File: src/rtl/multicycle_control.sv
// multicycle_control
//
// Main control unit for a multi-cycle MIPS core. A Moore state machine steps
// every instruction through fetch, decode, execute, memory and write-back, and
// drives the datapath muxes, the register-file and memory enables and the
// 3-bit ALU-op code. It waits on a memory-ready handshake in FETCH,
// MEM_READ and MEM_WRITE, and it counts retired instructions.
//
// Optional feature macro: MULTICYCLE_MEM_OPS_EN
//   defined     : LW/SW are decoded and MEM_ADDR, MEM_READ, MEM_WRITE and
//                 WB_MEM are built.
//   not defined : those states do not exist, LW/SW decode to TRAP, and
//                 mem_write_o / mem_to_reg_o are constant 0.
//
// Ports
//   clk            system clock, rising edge
//   reset          asynchronous active-low reset
//   opcode_i       instruction bits [31:26] from the instruction register
//   mem_ready_i    memory finished the current read/write this cycle
//   pc_write_o     load PC
//   i_or_d_o       memory address select (0 = PC, 1 = ALU out)
//   mem_read_o     memory read request
//   mem_write_o    memory write request
//   ir_write_o     load instruction register
//   reg_dst_o      write-register select (0 = rt, 1 = rd)
//   mem_to_reg_o   write-data select (0 = ALU out, 1 = MDR)
//   reg_write_o    register-file write enable
//   alu_src_a_o    ALU A select (0 = PC, 1 = rs)
//   alu_src_b_o    ALU B select (00 rt, 01 const 4, 10 immediate)
//   alu_op_o       ALU op (000 idle, 100 add, 101 or, 110 lui, 111 R-type)
//   pc_src_o       PC source (00 ALU result, 01 jump target)
//   illegal_o      trap flag, held until reset
//   state_o        current state encoding
//   instr_count_o  retired-instruction count, wraps modulo 2^COUNT_W

module multicycle_control #(
   parameter int COUNT_W = 32
) (
   input  logic               clk,
   input  logic               reset,
   input  logic [5:0]         opcode_i,
   input  logic               mem_ready_i,
   output logic               pc_write_o,
   output logic               i_or_d_o,
   output logic               mem_read_o,
   output logic               mem_write_o,
   output logic               ir_write_o,
   output logic               reg_dst_o,
   output logic               mem_to_reg_o,
   output logic               reg_write_o,
   output logic               alu_src_a_o,
   output logic [1:0]         alu_src_b_o,
   output logic [2:0]         alu_op_o,
   output logic [1:0]         pc_src_o,
   output logic               illegal_o,
   output logic [3:0]         state_o,
   output logic [COUNT_W-1:0] instr_count_o
);

   localparam logic [5:0] OP_R    = 6'b000000;
   localparam logic [5:0] OP_ADDI = 6'b001000;
   localparam logic [5:0] OP_ORI  = 6'b001101;
   localparam logic [5:0] OP_LUI  = 6'b001111;
   localparam logic [5:0] OP_J    = 6'b000010;
`ifdef MULTICYCLE_MEM_OPS_EN
   localparam logic [5:0] OP_LW   = 6'b100011;
   localparam logic [5:0] OP_SW   = 6'b101011;
`endif

   // Encodings are fixed so state_o is identical with or without memory ops.
   typedef enum logic [3:0] {
      ST_FETCH     = 4'd0,
      ST_DECODE    = 4'd1,
      ST_EXEC_R    = 4'd2,
      ST_EXEC_I    = 4'd3,
`ifdef MULTICYCLE_MEM_OPS_EN
      ST_MEM_ADDR  = 4'd4,
      ST_MEM_READ  = 4'd5,
      ST_MEM_WRITE = 4'd6,
      ST_WB_MEM    = 4'd8,
`endif
      ST_WB_REG    = 4'd7,
      ST_JUMP      = 4'd9,
      ST_TRAP      = 4'd10
   } state_t;

   state_t             r_state;
   state_t             w_next;
   logic               w_retire;
   logic [COUNT_W-1:0] r_count;

   // State register.
   always_ff @(posedge clk or negedge reset) begin
      if (!reset) begin
         r_state <= ST_FETCH;
      end else begin
         r_state <= w_next;
      end
   end

   // Retired-instruction counter; wraps naturally at 2^COUNT_W.
   always_ff @(posedge clk or negedge reset) begin
      if (!reset) begin
         r_count <= '0;
      end else if (w_retire) begin
         r_count <= r_count + COUNT_W'(1);
      end else begin
         r_count <= r_count;
      end
   end

   // Next-state decode and retirement strobe.
   always_comb begin
      w_next   = r_state;
      w_retire = 1'b0;
      case (r_state)
         ST_FETCH: begin
            if (mem_ready_i) begin
               w_next = ST_DECODE;
            end else begin
               w_next = ST_FETCH;
            end
         end
         ST_DECODE: begin
            case (opcode_i)
               OP_R:                    w_next = ST_EXEC_R;
               OP_ADDI, OP_ORI, OP_LUI: w_next = ST_EXEC_I;
               OP_J:                    w_next = ST_JUMP;
`ifdef MULTICYCLE_MEM_OPS_EN
               OP_LW, OP_SW:            w_next = ST_MEM_ADDR;
`endif
               default:                 w_next = ST_TRAP;
            endcase
         end
         ST_EXEC_R: w_next = ST_WB_REG;
         ST_EXEC_I: w_next = ST_WB_REG;
         ST_WB_REG: begin
            w_next   = ST_FETCH;
            w_retire = 1'b1;
         end
`ifdef MULTICYCLE_MEM_OPS_EN
         // Only LW or SW can reach MEM_ADDR, so one compare picks the path.
         ST_MEM_ADDR: begin
            if (opcode_i == OP_SW) begin
               w_next = ST_MEM_WRITE;
            end else begin
               w_next = ST_MEM_READ;
            end
         end
         ST_MEM_READ: begin
            if (mem_ready_i) begin
               w_next = ST_WB_MEM;
            end else begin
               w_next = ST_MEM_READ;
            end
         end
         // A store retires on the edge its write is accepted.
         ST_MEM_WRITE: begin
            if (mem_ready_i) begin
               w_next   = ST_FETCH;
               w_retire = 1'b1;
            end else begin
               w_next   = ST_MEM_WRITE;
            end
         end
         ST_WB_MEM: begin
            w_next   = ST_FETCH;
            w_retire = 1'b1;
         end
`endif
         ST_JUMP: begin
            w_next   = ST_FETCH;
            w_retire = 1'b1;
         end
         ST_TRAP: w_next = ST_TRAP;
         // Unused encodings fall back to FETCH.
         default: w_next = ST_FETCH;
      endcase
   end

   // Moore output decode; only FETCH's write strobes look at mem_ready_i,
   // and they ignore it while reset is held.
   always_comb begin
      pc_write_o   = 1'b0;
      i_or_d_o     = 1'b0;
      mem_read_o   = 1'b0;
      mem_write_o  = 1'b0;
      ir_write_o   = 1'b0;
      reg_dst_o    = 1'b0;
      mem_to_reg_o = 1'b0;
      reg_write_o  = 1'b0;
      alu_src_a_o  = 1'b0;
      alu_src_b_o  = 2'b00;
      alu_op_o     = 3'b000;
      pc_src_o     = 2'b00;
      illegal_o    = 1'b0;
      case (r_state)
         ST_FETCH: begin
            mem_read_o  = 1'b1;
            alu_src_b_o = 2'b01;
            alu_op_o    = 3'b100;
            ir_write_o  = mem_ready_i & reset;
            pc_write_o  = mem_ready_i & reset;
         end
         ST_DECODE: begin
            alu_op_o = 3'b000;
         end
         ST_EXEC_R: begin
            alu_src_a_o = 1'b1;
            alu_src_b_o = 2'b00;
            alu_op_o    = 3'b111;
         end
         ST_EXEC_I: begin
            alu_src_a_o = 1'b1;
            alu_src_b_o = 2'b10;
            case (opcode_i)
               OP_ADDI: alu_op_o = 3'b100;
               OP_ORI:  alu_op_o = 3'b101;
               OP_LUI:  alu_op_o = 3'b110;
               default: alu_op_o = 3'b000;
            endcase
         end
         ST_WB_REG: begin
            reg_write_o = 1'b1;
            reg_dst_o   = (opcode_i == OP_R);
         end
`ifdef MULTICYCLE_MEM_OPS_EN
         ST_MEM_ADDR: begin
            alu_src_a_o = 1'b1;
            alu_src_b_o = 2'b10;
            alu_op_o    = 3'b100;
         end
         ST_MEM_READ: begin
            mem_read_o = 1'b1;
            i_or_d_o   = 1'b1;
         end
         ST_MEM_WRITE: begin
            mem_write_o = 1'b1;
            i_or_d_o    = 1'b1;
         end
         ST_WB_MEM: begin
            reg_write_o  = 1'b1;
            mem_to_reg_o = 1'b1;
         end
`endif
         ST_JUMP: begin
            pc_write_o = 1'b1;
            pc_src_o   = 2'b01;
         end
         ST_TRAP: begin
            illegal_o = 1'b1;
         end
         default: begin
            illegal_o = 1'b0;
         end
      endcase
   end

   assign state_o       = r_state;
   assign instr_count_o = r_count;

endmodule

File: config.mk
export PLATFORM = sky130hd
export DESIGN_NAME = multicycle_control
export DESIGN_NICKNAME = d
export VERILOG_FILES = /design/src/rtl/multicycle_control.sv
export SDC_FILE = /design/constraint.sdc
export NUM_CORES = 1
export LEC_CHECK = 0
export CAP_MARGIN = 0
export CORE_ASPECT_RATIO = 1.4
export CORE_MARGIN = 4
export CORE_UTILIZATION = 42
export DETAILED_ROUTE_END_ITERATION = 6
export GPL_TIMING_DRIVEN = 0
export HOLD_SLACK_MARGIN = 0.08
export PLACE_DENSITY = 0.73
export SETUP_SLACK_MARGIN = 0.05
export SYNTH_ARGS = -nofsm -noshare
export SYNTH_HDL_FRONTEND = slang
export SYNTH_SLANG_ARGS = --single-unit
File: constraint.sdc
create_clock -name clk -period 1.45 [get_ports clk]
set_clock_uncertainty 0.05 [all_clocks]
set_input_delay 0.2175 -clock clk [delete_from_list [all_inputs] [get_ports clk]]
set_output_delay 0.2175 -clock clk [all_outputs]
set_load 0.02 [all_outputs]
==> results by group, run 1 <==
Outcome
  • Status: complete, but fails checks
  • Failing checks: negative hold slack, negative setup slack

Power
  • Clock power frac: 17.5%
  • Maximum VDD drop: 1382 µV
  • PwrDens: ~1300 nW/µm²
  • Sw Ratio: 36.38%
  • Switching pwr: 1.624 mW
  • Lkg Pwr: 1.807 nW
  • Cell Int Power: 2.840 mW
  • Combinational share of power: 53.7%
  • Seq pwr share: 28.8%

Cells and area
  • Most frequent cells in the layout: dlygate4sd2_1, buf_4, xor2_1, dfrtp_2, dfrtp_1
  • P&R area growth vs syn: 69.21%
  • Layout cell share with drive strength beyond 1: 47.39%
  • Ant diodes: 0
  • Final nets: 296
  • Commonest non-fill, non-tap cell in the layout: dlygate4sd2_1
  • Design Area, Final: 3383 µm²

STA
  • PnR worst setup slack: -0.3916 ns
  • Final hold violation count: 29
  • Final hold slack: -0.02684 ns
  • Relative slew margins: between 40% and 50%
  • Final period util: 127.0%
  • Minimum clock period: ~1.8 ns
  • Setup Viol. Count Final: between 40 and 50
  • Fin. max-slew vios: 0
  • RSZ-0062 raised after global routing: yes
  • FMAX: approximately 0.54 GHz
  • Worst Max-Slew Pin Slew: roughly 0.84 ns

Routing
  • Vias: between 1,500 and 2,000
  • Met3 wire length: 318 µm
  • 1st-pass router iterations: 4
  • Drt total wl: 5.806 mm
  • DR WL met2: 3.113 mm
  • ANT nets after route: 0
  • Initial DRC count: 96
  • Wire length per cell: 16.64 µm
  • Vias per std cell: between 5 and 6
  • Met1 wire length: around 2.3 mm
  • Top Metal Used: met4
  • Residual DRC count: 0

Setup path
  • Slowest stage delay, CP: approximately 0.42 ns
  • Worst Setup Path Type: register to output port
  • WP data arrival: 1.57 ns
  • Crit Path Max Fanout: 9
  • Cells along the critical path: buf_8, nor4_4, and3_4, or2_4, buf_6
  • Startpoint types: register
  • Crit path max-delay cell type: dfrtp_2
  • Critical Path RT: 1.18 ns
  • CP Capture Type: output port

Clock tree
  • Clk buf depth: 2
  • Worst-path clk slew: 0.07 ns
  • CTS Buf Count: 5
  • Clock sinks: 36
  • Clock tree from TritonCTS: done
  • Latest clock arrival within the worst-skew pair: 0.29 ns
  • Root buffer cell: clkbuf_8
  • H-Tree Depth: 2

Logic synthesis
  • Avg Cell Area, Syn: 10.47 µm²
  • Gate Count Post-Synth: 191
  • Post-Synth Adder-Cell Area: 0.6258%
  • Synth warnings: 0
  • Synth area leaders: dfrtp_1, xor2_1, xnor2_1
  • Synth unique cells: 42
  • Post-synthesis xor/xnor area fraction: 13.58%
  • Leading area contributor after synthesis: dfrtp_1
  • Compound-Gate Fraction of Synth Area: 4.631%
  • Post-synthesis register bit count: 36
  • Post-Synth Simple-Gate Area: 31.10%
  • Top FF cell, synth: dfrtp_1
  • Post-Syn Area: roughly 2000 µm²
  • Fraction of registers with async set/reset: 100.0%
  • Seq/Total Area, Yosys: 45.06%
  • Number of synthesized flops with an enable pin: 0
  • Mux cell area share after synthesis: 0.5632%
  • Largest family of logic cells by synthesized area: simple AND/OR/NAND/NOR gates
  • Share of the synthesized area in the top cell type: 45.06%

GRT
  • Largest net degree at the start of global routing: 38
  • First-pass GRT wire length: 8.880 mm
  • Gr usage total: 19.53%
  • Antenna violations before repair: 0
  • Vias in the first global route: 1,857
  • GRT Residual Overflow: 0

Placement
  • HPWL after detailed placement: ~3.6 mm
  • Final RePlAce weighted congestion: between 0.7 and 0.8
  • Pre-CTS setup slack: -1.059 ns
  • DP Area: roughly 2900 µm²
  • IO buf count: between 50 and 60

Floorplanning
  • Horiz. Die Dim: 66.31 µm
  • Io pins: 62
  • Die H: 89.64 µm
  • Num rows: 29
  • Core box area: 4572 µm²
  • Die area: 5944 µm²
  • Initial Utilization: 43.73%

Job
  • Max-cap viol count: 0

Hold path
  • Hold/Removal Path Class: input pin to async pin
## layer usage
metal | up-vias | global-route usage, %
met5 | - | 0
met1 | 901 | 22.98
met2 | 59 | 33.97
met3 | 4 | 4.732
met4 | 0 | 7.948
li1 | 864 | -
## kinds of logic after synthesis
group                    Yosys count
flip-flops                        36
other                              1
XOR/XNOR                          31
AO/OA/AOI/OAI                     12
AND/OR/NAND/NOR                   95
multiplexers                       1
buffers and inverters             14
adder cells (fa/ha/maj)            1
## timing repair
action                                  CTS  global route
pin swaps                                21            28
setup buffers                            22             7
endpoints found under the setup margin   81            57
endpoints found under the hold margin    36            36
gates resized for setup                 141            44
gates cloned                              1             0
## path summary, 6_finish.rpt
check	startpoint	endpoint	slack, ns	cells past startpoint
max	state_o[3]	pc_write_o	-0.39	5
min	reset	instr_count_o[26]	-0.03	1
max reg2reg	state_o[2]	instr_count_o[18]	-0.25	6
min reg2reg	instr_count_o[31]	instr_count_o[31]	0.42	1
max in group asynchronous	reset	instr_count_o[15]	0.78	1
min in group clk	instr_count_o[31]	instr_count_o[31]	0.42	1
## worst max-delay path: cells and delay by family (launching register included)
family | cells | cell delay, ns
DFF | 1 | 0.42
buffers and inverters | 2 | 0.25
and+or+nand+nor | 3 | 0.62
## power groups by stage
stage          combinational [mW]  sequential (mW)  clock (mW)
2_1_floorplan               0.955             1.40           0
3_3_place_gp                 1.72             1.31           0
3_5_place_dp                 1.72             1.31           0
4_1_cts                      2.17             1.27       0.798
5_1_grt                      2.54             1.30       0.845
6_report                     2.40             1.28       0.782
## final cells by class
class | count | area [µm²]
sequential | 36 | 923.4
fill | 362 | 1189
clock buffer | 8 | 100.1
inverter | 3 | 11.26
buffer | 11 | 126.4
tap | 62 | 77.57
timing repair buffer | 85 | 760.7
multi-input combinational | 144 | 1384
## state kept, by name, summed over array words and instances (netlist names)
name	flops
instr_count_o	32
state_o	4
## Yosys cell counts, types with 3 or more instances
cell type / number
dfrtp_1: 36
xor2_1: 19
nand2_1: 18
and3_1: 12
nor2_1: 12
xnor2_1: 12
nand4_1: 9
nand3_1: 7
buf_4: 6
nor4_2: 6
and4_1: 5
nor3_1: 5
and2_1: 4
a21oi_1: 3
inv_1: 3
## through the flow
stage | instances | util [%] | hold WS (ns) | total power [mW] | TNS (ns)
global route | 349 | 74.00 | 0.04524 | 4.690 | -12.02
global placement | 313 | 62.78 | 0.4060 | 3.025 | -46.03
CTS | 344 | 70.28 | 0.007239 | 4.236 | -8.779
floorplan | 194 | - | -0.1281 | 2.356 | -3.648
finish | 349 | 74.00 | -0.02684 | 4.465 | -9.284
detailed placement | 313 | 62.67 | 0.3120 | 3.033 | -14.08
Power figures use the tool's default switching activity.
==> run 2, diff against run 1 <==
--- a/config.mk
+++ b/config.mk
@@ -12,7 +12,7 @@
 export DETAILED_ROUTE_END_ITERATION = 6
 export GPL_TIMING_DRIVEN = 0
 export HOLD_SLACK_MARGIN = 0.08
-export PLACE_DENSITY = 0.73
+export PLACE_DENSITY = 0.76
 export SETUP_SLACK_MARGIN = 0.05
 export SYNTH_ARGS = -nofsm -noshare
 export SYNTH_HDL_FRONTEND = slang
==> run 2 against run 1 <==
The run still ends with negative hold slack, negative setup slack left; clock-buffer cell count down 1; combinational power rose by 16%; core utilization rose by 3.5 points; sequential power is essentially flat; highest routed layer unchanged.
==> results by group, run 2 (synthesis results as in run 1) <==
Outcome
  • Status: complete, but fails checks (unchanged)
  • Failing checks: negative hold slack, negative setup slack (unchanged)

Floorplanning
  • Core box area: 4572 µm² (unchanged)
  • Num rows: 29 (unchanged)
  • Die H: 89.64 µm (unchanged)
  • Horiz. Die Dim: 66.31 µm (unchanged)
  • Die area: 5944 µm² (unchanged)
  • Initial Utilization: 43.73% (unchanged)
  • Io pins: 62 (unchanged)

GRT
  • Largest net degree at the start of global routing: 38 (unchanged)
  • Antenna violations before repair: 0 (unchanged)
  • First-pass GRT wire length: 9.239 mm (was 8.880 mm)
  • GRT Residual Overflow: 0 (unchanged)
  • Gr usage total: 20.46% (was 19.53%)
  • Vias in the first global route: 1,932 (was 1,857)

Clock tree
  • Clock tree from TritonCTS: done (unchanged)
  • H-Tree Depth: 2 (unchanged)
  • Latest clock arrival within the worst-skew pair: 0.30 ns (was 0.29 ns)
  • Clk buf depth: 2 (unchanged)
  • Clock sinks: 36 (unchanged)
  • Root buffer cell: clkbuf_8 (unchanged)
  • Worst-path clk slew: 0.08 ns (was 0.07 ns)
  • CTS Buf Count: 5 (unchanged)

Power
  • Maximum VDD drop: 1345 µV (was 1382 µV)
  • PwrDens: 1357 nW/µm² (was 1320 nW/µm²)
  • Lkg Pwr: 1.910 nW (was 1.807 nW)

STA
  • PnR worst setup slack: -0.4482 ns (was -0.3916 ns)
  • Setup Viol. Count Final: 45 (unchanged)
  • FMAX: 0.5268 GHz (was 0.5430 GHz)
  • Fin. max-slew vios: 0 (unchanged)
  • RSZ-0062 raised after global routing: yes (unchanged)
  • Final hold violation count: 36 (was 29)
  • Minimum clock period: 1.898 ns (was 1.842 ns)
  • Final hold slack: -0.04430 ns (was -0.02684 ns)
  • Worst Max-Slew Pin Slew: 0.8171 ns (was 0.8376 ns)
  • Final period util: 130.9% (was 127.0%)
  • Relative slew margins: 45.52% (was 44.16%)

Cells and area
  • Commonest non-fill, non-tap cell in the layout: dlygate4sd2_1 (unchanged)
  • Max reg flops: 32 (unchanged)
  • Ant diodes: 0 (unchanged)
  • P&R area growth vs syn: 77.28% (was 69.21%)
  • Layout cell share with drive strength beyond 1: 52.67% (was 47.39%)
  • Non-Filler Instances: 362 (was 349)
  • Post-layout util: 77.53% (was 74.00%)
  • Final nets: 309 (was 296)
  • Most frequent cells in the layout: dlygate4sd2_1, buf_4, buf_6, xor2_1 (was dlygate4sd2_1, buf_4, xor2_1, dfrtp_2, dfrtp_1)

Setup path
  • Crit Path Max Fanout: 3 (was 9)
  • WP data arrival: 1.63 ns (was 1.57 ns)
  • Startpoint types: register (unchanged)
  • Worst Setup Path Type: register to output port (unchanged)
  • Critical Path RT: 1.18 ns (about the same)
  • Worst R2R Setup Slack: -0.31 ns (was -0.25 ns)
  • R2R cell count: 8 (was 6)
  • CP Capture Type: output port (unchanged)

Routing
  • Drt total wl: 6.522 mm (was 5.806 mm)
  • 1st-pass router iterations: 4 (unchanged)
  • Residual DRC count: 0 (unchanged)
  • Initial DRC count: 88 (was 96)
  • ANT nets after route: 0 (unchanged)
  • Wire length per cell: 18.02 µm (was 16.64 µm)
  • Vias: 1,948 (was 1,828)
  • Vias per std cell: 5.381 (was 5.238)

Placement
  • Post-Place Cells: 313 (unchanged)
  • IO buf count: 57 (unchanged)
  • Final RePlAce weighted congestion: 0.7738 (was 0.7490)
  • HPWL after detailed placement: 3.596 mm (was 3.601 mm)

Hold path
  • Hold/Removal Path Class: input pin to async pin (unchanged)

Job
  • Max-cap viol count: 0 (unchanged)
-- run 2: cell type report --
class                           count  area, µm²
Multi-Input combinational cell    144       1424
Fill cell                         310       1027
Sequential cell                    36      923.4
Timing Repair Buffer               99      905.9
Buffer                             10      108.9
Clock buffer                        7      86.33
Tap cell                           62      77.57
Inverter                            3      11.26
Clock inverter                      1      7.507
-- run 2: worst max-delay path, cell delays in order (launching register included) --
cell and delay [ns]:
dfrtp_2 0.43, buf_8 0.13, nor4_4 0.32, and3_4 0.24, or2_4 0.12, buf_6 0.10
-- run 2: power breakdown --
group / internal (mW) / switching [mW] / leakage [nW] / total, mW
Clock: 0.386 / 0.383 / 0.0445 / 0.769
Combinational: 1.54 / 1.24 / 1.40 / 2.78
Sequential: 1.12 / 0.137 / 0.465 / 1.26
Total: 3.05 / 1.76 / 1.91 / 4.81
-- run 2: final timing paths --
| kind | startpoint | end |
|---|---|---|
| max | state_o[1] | pc_write_o |
| min | reset | instr_count_o[26] |
| max reg2reg | state_o[1] | instr_count_o[30] |
| min reg2reg | instr_count_o[31] | instr_count_o[31] |
| max in group asynchronous | reset | instr_count_o[0] |
| min in group clk | instr_count_o[31] | instr_count_o[31] |
-- run 2: repair_timing --
item	in CTS	in global routing
pin swaps	37	17
resized for setup	157	49
endpoints found under the setup margin	81	50
setup buffers	27	15
hold endpoints to repair	36	36
gates cloned	2	0
-- run 2: routing by layer --
| metal | GRT usage, % | routed length [µm] | share of wire [%] |
|---|---|---|---|
| met2 | 37.76 | 3741 | 57 |
| met4 | 9.797 | 115 | 1.8 |
| met1 | 21.19 | 2236 | 34 |
| met3 | 5.479 | 429 | 6.6 |
| met5 | 0 | 0 | 0 |
-- run 2: per-stage QoR --
stage	hold slack [ns]	area [µm²]	worst slack, ns	setup TNS, ns	total power [mW]
2_1_floorplan	-0.1281	2222	-0.3200	-3.648	2.356
3_3_place_gp	0.4023	2870	-1.852	-45.12	3.023
3_5_place_dp	0.3120	2865	-1.070	-14.18	3.025
4_1_cts	-0.005123	3276	-0.3838	-7.453	4.229
5_1_grt	0.02252	3545	-0.5004	-12.98	5.032
6_report	-0.04430	3545	-0.4482	-10.23	4.808
==> run 3, diff against run 2 <==
--- a/config.mk
+++ b/config.mk
@@ -5,7 +5,7 @@
 export SDC_FILE = /design/constraint.sdc
 export NUM_CORES = 1
 export LEC_CHECK = 0
-export CAP_MARGIN = 0
+export CAP_MARGIN = 15
 export CORE_ASPECT_RATIO = 1.4
 export CORE_MARGIN = 4
 export CORE_UTILIZATION = 42
==> results of run 3 <==
Same layout as run 2: the final DEF is identical, and so are final timing and power.
==> RTL change: new RTL, settings of run 1 <==
The parameter `COUNT_W` goes from 32 to 64.
--- a/src/rtl/multicycle_control.sv
+++ b/src/rtl/multicycle_control.sv
@@ -35,5 +35,5 @@
 
 module multicycle_control #(
-   parameter int COUNT_W = 32
+   parameter int COUNT_W = 64
 ) (
    input  logic               clk,
Ports: changed (resized instr_count_o); port bits go from 62 to 94. No check against the original RTL was run, so the function may have changed too.
==> RTL change against run 1 <==
- the flow still finishes with violations (hold timing, setup timing)
- power increased by 34%
- register-to-register slack got worse by 380 ps
- area after synthesis increased by 72%
- wire length is 76% higher
- setup slack worse by 240 ps
- combinational power fell by 2%
- via count is 74% higher
- cell area increased by 62%
- sequential cell count up 32
- largest cell class unchanged
==> RTL change: results (changes against run 1) <==
[status]
status=finished with violations  ; unchanged
failed_checks=hold timing, setup timing  ; unchanged

[final_layout]
multi_input_area_um2=2060  ; was 1380 µm²
sh_seq_area=0.315  ; was 0.273
drive_gt1_frac=0.462  ; was 0.474
seq_cells=68  ; was 36
inverters_excl_clock=7  ; was 3
largest_register_ffs=64  ; was 32
clock_buffers=10  ; was 8
clockNetworkAreaShare=0.0337  ; was 0.0296
layout.filler_cells=570  ; was 362
buf_share=0.250  ; was 0.262
multi_input_comb_cells=250  ; was 144
n_all_buffers=150  ; was 96

[setup_path]
worstPathMaxFanout=6  ; was 9
regToRegEndpoint=instr_count_o[41]$_DFFE_PN0P_  ; was instr_count_o[18]$_DFFE_PN0P_
arrival_ps=2290  ; was 1570 ps
crit_type=reg -> reg  ; was reg -> out
rr_worst_depth=9  ; was 6

[drt]
drtIter0Drc=223  ; was 96
dr_wl_met3_um=624  ; was 318 µm
met1_length_um=3970  ; was 2300 µm
met2WireLength_um=5290  ; was 3110 µm
postRouteWirelength_um=10200  ; was 5810 µm

[synthesis]
ys_types=40  ; was 42
synth_common_cells=dfrtp_1 (68), xnor2_1 (40), nand3_1 (32)  ; was dfrtp_1 (36), xor2_1 (19), nand2_1 (18)
synth-seq-area-share=0.496  ; was 0.451
yosys-top-cells-area=dfrtp_1 (50%), xnor2_1 (10%), xor2_1 (6.1%)  ; was dfrtp_1 (45%), xor2_1 (8.3%), xnor2_1 (5.3%)
netlist_area_um2=3430  ; was 2000 µm²

[global_routing]
grt_pass1_vias=3192  ; was 1857
grt_pass1_wl_um=15600  ; was 8880 µm
grt_use_met1=0.232  ; was 0.230
met3_usage=0.0581  ; was 0.0473
grt_max_degree=70  ; was 38
grt.met2_usage=0.354  ; was 0.340

[sta]
setup_viol=77  ; was 45
whs_ps=-68.3  ; was -26.8 ps
finalWorstSetupSlack_ps=-628  ; was -392 ps
relSlewSlack=0.429  ; was 0.442
finalHoldViolCount=68  ; was 29

[placed_design]
place.gp.congestion=0.837  ; was 0.749
dp_slack_ps=-782  ; was -1060 ps
dpl_cell_area_um2=4620  ; was 2870 µm²
port_buffers=89  ; was 57

[clock_tree]
cts_resized=261  ; was 141
insertion_delay_ps=350  ; was 290 ps
numCtsBuffers=9  ; was 5
post-cts-setup-buffers=24  ; was 22
cts_max_level=3  ; was 2

[power]
p_comb_frac=0.391  ; was 0.537
p_leak_nw=2.56  ; was 1.81 nW
vdd_drop_max_mv=1.45  ; was 1.38 mV

RTL change: metrics by stage:
| step | total power, mW | std cells | setup TNS [ps] | util |
|---|---|---|---|---|
| 2_1_floorplan | 3.19 | 339 | -22010 | - |
| 3_3_place_gp | 3.85 | 528 | -188070 | 0.590 |
| 3_5_place_dp | 3.87 | 528 | -35500 | 0.589 |
| 4_1_cts | 5.64 | 570 | -31420 | 0.678 |
| 5_1_grt | 6.29 | 591 | -38300 | 0.701 |
| 6_report | 6.00 | 591 | -33590 | 0.701 |
RTL change: worst register-to-register path, delay by kind of cell (launching register included):
family	cells	cell delay, ps
AOI/OAI and AO/OA	1	80
xor gates and xnor gates	1	210
DFF	1	430
buffers and inverters	4	550
and+or+nand+nor	3	670
RTL change: logic make-up after synthesis:
kind of cell    after synthesis  synth area share
simple gates                166             0.273
flops                        68             0.496
mux                           1           0.00328
fa+ha+maj                     1           0.00365
xor+xnor                     64             0.163
other cells                   1           0.00109
buf+inv                      21            0.0303
compound gates               14            0.0292
